<file path="config.mk">
export PLATFORM = sky130hd
export DESIGN_NAME = logic_pipe
export DESIGN_NICKNAME = d
export VERILOG_FILES = /design/src/rtl/logic_pipe.sv
export SDC_FILE = /design/constraint.sdc
export NUM_CORES = 1
export LEC_CHECK = 0
export BUFFER_PORTS_ARGS = -buffer_cell sky130_fd_sc_hd__buf_2
export CORE_MARGIN = 5
export CORE_UTILIZATION = 55
export DETAILED_ROUTE_END_ITERATION = 7
export GPL_TIMING_DRIVEN = 0
export HOLD_SLACK_MARGIN = 0.12
export PLACE_DENSITY = 0.82
export SLEW_MARGIN = 20
export SYNTH_ARGS = -nofsm -noshare
export SYNTH_HDL_FRONTEND = slang
export SYNTH_SLANG_ARGS = --single-unit
export TNS_END_PERCENT = 30
</file>
<file path="constraint.sdc">
create_clock -name clk -period 2.4 [get_ports clk]
set_clock_uncertainty 0.05 [all_clocks]
set_input_delay 0.12 -clock clk [delete_from_list [all_inputs] [get_ports clk]]
set_output_delay 0.12 -clock clk [all_outputs]
set_load 0.01 [all_outputs]
</file>
<file path="src/rtl/logic_pipe.sv">
// ---------------------------------------------------------------------------
// logic_pipe
//
// A bitwise three-operand logic unit followed by a small result FIFO.
// Each accepted operand set (a, b, c, mode) produces one WIDTH-bit result.
// Results are buffered and leave in acceptance order through a registered
// valid/ready output.
//
// Operations (bitwise, no carries):
//   mode 00 : a & (b | c)
//   mode 01 : a & b
//   mode 10 : a | (b & c)
//   mode 11 : a ^ b ^ c
//
// Parameters
//   WIDTH : operand / result width (1..64)
//   DEPTH : result buffer entries (2..16, power of two)
//
// Ports
//   clk        in   sole clock, rising edge
//   rst_n      in   asynchronous active-low reset
//   in_valid   in   operand set presented
//   in_ready   out  block can accept an operand set (registered, = !full)
//   a, b, c    in   operands, WIDTH bits each
//   mode       in   operation select, sampled with the operands
//   out_valid  out  q holds a valid result
//   out_ready  in   consumer takes q this cycle
//   q          out  result at buffer head (holds last value when empty)
//   level      out  current buffer occupancy, 0..DEPTH
//   txn_count  out  16-bit saturating count of output pops
//                   (present only when LOGIC_PIPE_STATS_EN is defined)
//
// Optional feature macro: LOGIC_PIPE_STATS_EN
//
// Handshake semantics (both sides): a transfer happens on a rising edge where
// valid && ready are both 1. A producer holding valid keeps its payload
// stable until the transfer; ready never depends combinationally on valid.
// Here in_ready and out_valid/q are registers, so neither side of the block
// has a combinational path from the other side's handshake inputs.
// ---------------------------------------------------------------------------
module logic_pipe #(
    parameter int WIDTH = 4,
    parameter int DEPTH = 2
) (
    input  logic                     clk,
    input  logic                     rst_n,
    input  logic                     in_valid,
    output logic                     in_ready,
    input  logic [WIDTH-1:0]         a,
    input  logic [WIDTH-1:0]         b,
    input  logic [WIDTH-1:0]         c,
    input  logic [1:0]               mode,
    output logic                     out_valid,
    input  logic                     out_ready,
    output logic [WIDTH-1:0]         q,
    output logic [$clog2(DEPTH):0]   level
`ifdef LOGIC_PIPE_STATS_EN
    ,
    output logic [15:0]              txn_count
`endif
);

    localparam int PW = $clog2(DEPTH);
    localparam int LW = PW + 1;

    localparam logic [LW-1:0] LEVEL_FULL = LW'(DEPTH);
    localparam logic [LW-1:0] LEVEL_ONE  = LW'(1);
    localparam logic [PW-1:0] PTR_ONE    = PW'(1);

    // -----------------------------------------------------------------------
    // State
    // -----------------------------------------------------------------------
    logic [WIDTH-1:0] mem [DEPTH];
    logic [PW-1:0]    rd_ptr;
    logic [PW-1:0]    wr_ptr;
    logic [LW-1:0]    level_r;
    logic             in_ready_r;
    logic             out_valid_r;
    logic [WIDTH-1:0] q_r;

    // -----------------------------------------------------------------------
    // Combinational signals
    // -----------------------------------------------------------------------
    logic             push;
    logic             pop;
    logic [WIDTH-1:0] result;
    logic [LW-1:0]    level_next;
    logic [LW-1:0]    held_after_pop;
    logic [PW-1:0]    rd_ptr_next;
    logic [PW-1:0]    wr_ptr_next;
    logic [WIDTH-1:0] q_next;

    assign push = in_valid && in_ready_r;
    assign pop  = out_valid_r && out_ready;

    // -----------------------------------------------------------------------
    // Operation unit
    // -----------------------------------------------------------------------
    always_comb begin
        result = '0;
        case (mode)
            2'b00:   result = a & (b | c);
            2'b01:   result = a & b;
            2'b10:   result = a | (b & c);
            2'b11:   result = a ^ b ^ c;
            default: result = '0;
        endcase
    end

    // -----------------------------------------------------------------------
    // Next-state computation
    // -----------------------------------------------------------------------
    always_comb begin
        level_next     = level_r;
        rd_ptr_next    = rd_ptr;
        wr_ptr_next    = wr_ptr;
        held_after_pop = level_r;
        q_next         = q_r;

        if (push && !pop) begin
            level_next = level_r + LEVEL_ONE;
        end else if (!push && pop) begin
            level_next = level_r - LEVEL_ONE;
        end

        // Pointers are PW bits wide and DEPTH is a power of two, so the
        // increment wraps modulo DEPTH on its own.
        if (pop) begin
            rd_ptr_next    = rd_ptr + PTR_ONE;
            held_after_pop = level_r - LEVEL_ONE;
        end
        if (push) begin
            wr_ptr_next = wr_ptr + PTR_ONE;
        end

        // q is a registered copy of the head entry. If older entries remain
        // after this edge's pop, the new head is already in memory. If the
        // buffer would otherwise go empty, an incoming result bypasses
        // straight to q so it is visible one cycle after acceptance. With
        // nothing left and nothing arriving, q keeps its last value.
        if (held_after_pop != '0) begin
            q_next = mem[rd_ptr_next];
        end else if (push) begin
            q_next = result;
        end
    end

    // -----------------------------------------------------------------------
    // Control registers
    // -----------------------------------------------------------------------
    always_ff @(posedge clk or negedge rst_n) begin
        if (!rst_n) begin
            rd_ptr      <= '0;
            wr_ptr      <= '0;
            level_r     <= '0;
            in_ready_r  <= 1'b0;
            out_valid_r <= 1'b0;
            q_r         <= '0;
        end else begin
            rd_ptr      <= rd_ptr_next;
            wr_ptr      <= wr_ptr_next;
            level_r     <= level_next;
            // Registered !full: a pop at full frees a slot but in_ready only
            // rises on the following cycle.
            in_ready_r  <= (level_next != LEVEL_FULL);
            out_valid_r <= (level_next != '0);
            q_r         <= q_next;
        end
    end

    // -----------------------------------------------------------------------
    // Result storage. Not reset: reset empties the buffer through the
    // pointers and level, so stale contents can never be read back.
    // -----------------------------------------------------------------------
    always_ff @(posedge clk) begin
        if (push) begin
            mem[wr_ptr] <= result;
        end
    end

    assign in_ready  = in_ready_r;
    assign out_valid = out_valid_r;
    assign q         = q_r;
    assign level     = level_r;

`ifdef LOGIC_PIPE_STATS_EN
    // -----------------------------------------------------------------------
    // Saturating pop counter
    // -----------------------------------------------------------------------
    logic [15:0] txn_count_r;

    always_ff @(posedge clk or negedge rst_n) begin
        if (!rst_n) begin
            txn_count_r <= '0;
        end else if (pop && (txn_count_r != 16'hFFFF)) begin
            txn_count_r <= txn_count_r + 16'd1;
        end
    end

    assign txn_count = txn_count_r;
`endif

endmodule
</file>
== After elaboration in Yosys (flattened, before gate mapping) ==
Memories as Yosys holds them, arrays and structs flattened.
Index checks and enable logic that the tools add are counted.

* Register bits after elaboration: 10
* Bits in writable memories: 8
* Logic and storage cells: 41
* Latch bits: 0
* ROM bits: 0
* Memories: 1
* Input bits: 18

{| class="wikitable"
|+ Memory list
! memory !! depth !! bits a word !! rd ports !! clocked after Yosys merged registers in !! write ports !! RTL line !! RTL
|-
| mem || 2 || 4 || 1 || 0 || 1 || 73 || <nowiki>logic [WIDTH-1:0] mem [DEPTH];</nowiki>
|}

* Add/subtract/negate cells: 4
* Divide/modulo/power cells: 0
* Bitwise operators: 7
* Reductions and logical operators: 10
* Magnitude comparators: 0
* Eq/ne operators: 4
* $mul: 0
* Shift-type cells: 0
* Mux-type cells: 9

{| class="wikitable"
|+ Operator list
! operator !! number
|-
| 4-bit one-hot mux with 4 select lines || 1
|-
| 4-bit bitwise AND || 3
|-
| 4-bit two-way mux || 2
|-
| 4-bit bitwise OR || 2
|-
| 4-bit XOR || 2
|-
| 2-bit two-way mux || 3
|-
| 2-bit nonzero test || 3
|-
| 2-bit equality test, second input constant || 2
|-
| 1-bit logical AND || 4
|-
| 1-bit two-way mux || 3
|-
| 1-bit adder, second input constant || 2
|-
| 2-bit by 1-bit adder with 2-bit output, second input constant || 1
|-
| 2-bit by 1-bit equality test with 1-bit output, second input constant || 1
|-
| 1-bit zero test || 2
|-
| 2-bit zero test || 1
|-
| 2-bit inequality test, second input constant || 1
|-
| 2-bit by 1-bit subtractor with 2-bit output, second input constant || 1
|}

== Longest topological paths before layout ==
* Word-level depth: 6
* Mapped depth: 5
* Gate-level depth less buffers: 4

== Worst setup path after synthesis ==
OpenSTA, ideal clock, no wires.

* Path kind: register to register
* Start point: register level_r[0], in the netlist level[0]
* End point: register q_r[0], in the netlist q[0]
* Arrival: 1.167 ns
* Setup slack: 1.101 ns
* Path buffers: 0
* Stages on the path, launching flop included: 5
* Data required time: 2.268 ns
* Cells stage by stage: dfrtp_1 -> a21boi_0 -> nor3_2 -> a211oi_1 -> a31oi_1

* Longest elaborated chain between the ends: 4
* Elaborated cells between the ends (all ways): 5

{| class="wikitable"
|+ RTL lines
! element !! RTL line !! RTL
|-
| start: declaration || 76 || <nowiki>logic [LW-1:0] level_r;</nowiki>
|-
| start signal: assignment || 162 || <nowiki>level_r <= level_next;</nowiki>
|-
| 2-bit by 1-bit subtractor with 2-bit output || 130 || <nowiki>held_after_pop = level_r - LEVEL_ONE;</nowiki>
|-
| 2-bit two-way mux * || 128 || <nowiki>if (pop) begin</nowiki>
|-
| 2-bit nonzero test * || 141 || <nowiki>if (held_after_pop != '0) begin</nowiki>
|-
| 4-bit two-way mux / 2-bit nonzero test (equally long branches) || n/a ||
|-
| end signal: assignment || 167 || <nowiki>q_r <= q_next;</nowiki>
|-
| end: declaration || 79 || <nowiki>logic [WIDTH-1:0] q_r;</nowiki>
|}

Every way passes the cells marked *; elsewhere a longest branch is shown, timed or not.
A chain may end at the register's enable or synchronous reset.

== Worst setup path after layout ==
* Start point: register level_r[0], in the netlist level[0]
* End point: register q_r[1], in the netlist q[1]

The elaborated chain is that of the path after synthesis.

==> results.md <==
* Status: completed
* Aggregate routed wire length at roughly 2200 um
* EDFF count, synth at 8
* CP Launch Point: level[0]
* Via/cell ratio at 5.78
* Worst R2R Path Depth at 4
* Critical path endpoint: q[1]
* Cts bufs inserted at 3
* CTS tree: done
* Post-route ant nets at 0
* RR Startpoint: level[0]
* Rel. slew slack at 64.7%
* P_leak at ~0.55 nW
* Tot GR Track Use at approximately 18%
* First-pass DRT Iterations at 4
* Row cnt at 15
* Syn_nets at 120
* Post-CTS Setup Repair Bufs at 0
* # IOs at 26
* YS warnings at 0
* Fraction of layout cells with a size suffix above 1 at 31.1%
* Clock-pin slew on the worst setup and hold paths at around 0.1 ns
* PwrDens at approximately 950 mW/mm^2
* Detail Placement HPWL at about 1700 um
* Critical path endpoint category: register
* Slew @ Worst Pin at between 0.5 and 0.6 ns
* Post-route DRC violation count at 0
* Overflow after GRT at 0
* R2R setup slack at between 0.9 and 1 ns
* Maximum vdd drop at 0.000470 V
* Critical path class: register to register
* Die W at between 50 and 60 um
* Worst Setup Start Kind: register
* Hold Vio Cnt, Final at 0
* Final max-slew violation count at 0
* Area delta synth->final at 19.2%
* Cells after Synth at a little over 100
* Most used DFF post-synth: dfrtp_1
* Cell variety after synth at 35
* Hold WC Path Type: input port to asynchronous set/reset pin
* CP Data Required Time at 2.57 ns
* Vias at 908
* GPL Wtd Cong at approximately 0.75
* Die Height at ~54 um
* I/O Buffers at 25
* Sink Count at 18
* Tcrit/Tclk final at 62.4%
* Synthesized area at between 0.001 and 0.0015 mm^2
* Total chip power at 1.20 mW
* Final-layout fill cell count at 139
* Initial DRC count at 16
* Core box area at between 0.0015 and 0.002 mm^2
* Skew-Pair Late Insertion Delay at between 0.2 and 0.3 ns
* Fmax at 0.668 GHz
* Initial core utilization at about three fifths
* ANT cells at 0
* Share of the synthesized area in the top cell type at 23.8%
* # setup viols final at 0
* Die area at ~0.0029 mm^2
* Nets@finish at between 150 and 200
* Yosys reg bits at 18
* Multi-input logic area at approximately 540 um^2
* FF+latch area at around 500 um^2
* Synth cell count leaders: dfrtp_1, and3_1, edfxtp_1
* Asr flop ratio synth at a little under three fifths
* DR WL/cell at 13.9 um
* RSZ-0062 raised after global routing: false
* Number of global-route vias before repair at around 900
* Maxcap violations at 0
* Largest net degree at the start of global routing at 11
* CTS Root Cell: clkbuf_4
* First-pass GRT wire length at 3770 um
* Crit path DAT at 1.66 ns
* Initial antenna violation count at 0
* Count of cells resized by post-cts repair at 0
* Synth area leaders: dfrtp_1, edfxtp_1, and3_1, and3b_2, o211a_1
* Worst-case clock buffer depth at 2
* Worst R2R End: q[1]
* Largest area contributor in the netlist: dfrtp_1
* Seq/Total Area, Yosys at 46.6%
* Min Tclk post-route at between 1 and 1.5 ns
* Top-count cell post-synth: dfrtp_1
* Fin util at between 70 and 80%
* Worst-path maximum fanout at 8
* Total negative slack at 0 ns
* Avg Inst Size Synth at between 10 and 15 um^2
* H-tree Lvls at 1
[worst min path at each step]
| stage | start | to | slack, ns | cells past startpoint |
|---|---|---|---|---|
| 3_5_place_dp | rst_n | q[0] | -0.06 | 1 |
| 2_1_floorplan | rst_n | in_ready | -0.23 | 0 |
| 5_1_grt | a[3] | mem[1][3] | 0.16 | 2 |
| 4_1_cts | a[1] | mem[1][1] | 0.15 | 2 |
| 6_report | rst_n | rd_ptr | 0.16 | 2 |
| 3_3_place_gp | rst_n | q[0] | -0.06 | 1 |
[cell usage in the layout, fill, tap and decap left out, types with 4 or more instances in the layout]
cell	netlist	routed
dfrtp_1	10	10
a21oi_1	5	5
and3_1	9	9
edfxtp_1	8	8
buf_2	1	26
nand2_1	7	7
a211oi_1	4	4
a31oi_1	4	4
o21ai_0	4	4
nor3_1	5	5
[report_power, final]
group / leakage (nW) / internal, mW / switching, mW
Sequential: 0.188 / 0.444 / 0.0790
Combinational: 0.340 / 0.227 / 0.265
Clock: 0.0210 / 0.0924 / 0.0915
[sequential cells by signal, summed over array words and instances (netlist names)]
name	count
in_ready	1
wr_ptr	1
out_valid	1
rd_ptr	1
level	2
q	4
mem	8
[layer usage]
metal | GRT usage (%) | wire length (um) | up-vias
li1 | - | - | 459
met1 | 20.4 | 980 | 422
met2 | 32.7 | 1090 | 25
met3 | 2.22 | 93 | 2
met4 | 8.09 | 26 | 0
met5 | 0 | 0 | -
[critical path, stage by stage, from the launching register on]
cell and delay (ns):
dfrtp_1 0.45, a21boi_0 0.17, nor3_2 0.47, a211oi_1 0.10, a31oi_1 0.17
[logic make-up after synthesis]
| group | count (synthesis) | synth area share, % |
|---|---|---|
| buffers and inverters | 4 | 2.26 |
| AND/OR/NAND/NOR | 42 | 24.3 |
| flip-flops | 18 | 46.6 |
| XOR/XNOR | 3 | 2.49 |
| multiplexers | 2 | 1.90 |
| AO/OA/AOI/OAI | 33 | 22.4 |
[area by class of cell]
cell class / instances / share of cell area (%)
well taps: 25 / 2.49
inverters: 1 / 0.299
clock buffers: 4 / 2.89
flip-flops and latches: 18 / 39.0
repair buffers: 26 / 10.8
plain buffers: 3 / 1.59
multi-input cells: 80 / 42.9
[through the flow]
stage | setup WS [ns] | std cells | hold WS [ns] | area, um^2
after detailed placement | 0.905 | 152 | -0.0586 | 1210
after global placement | 0.946 | 152 | -0.0608 | 1210
after CTS | 0.892 | 157 | 0.150 | 1260
final | 0.902 | 157 | 0.158 | 1260
after floorplan | 1.10 | 102 | -0.226 | 1050
after global routing | 0.734 | 157 | 0.157 | 1260
[what timing repair did]
action                                 4_1_cts  5_1_grt
endpoints found under the hold margin       10        0
setup endpoints to repair                    0        0
hold buffers                                 1        0
Note: power is estimated with default switching activity, not from simulation.
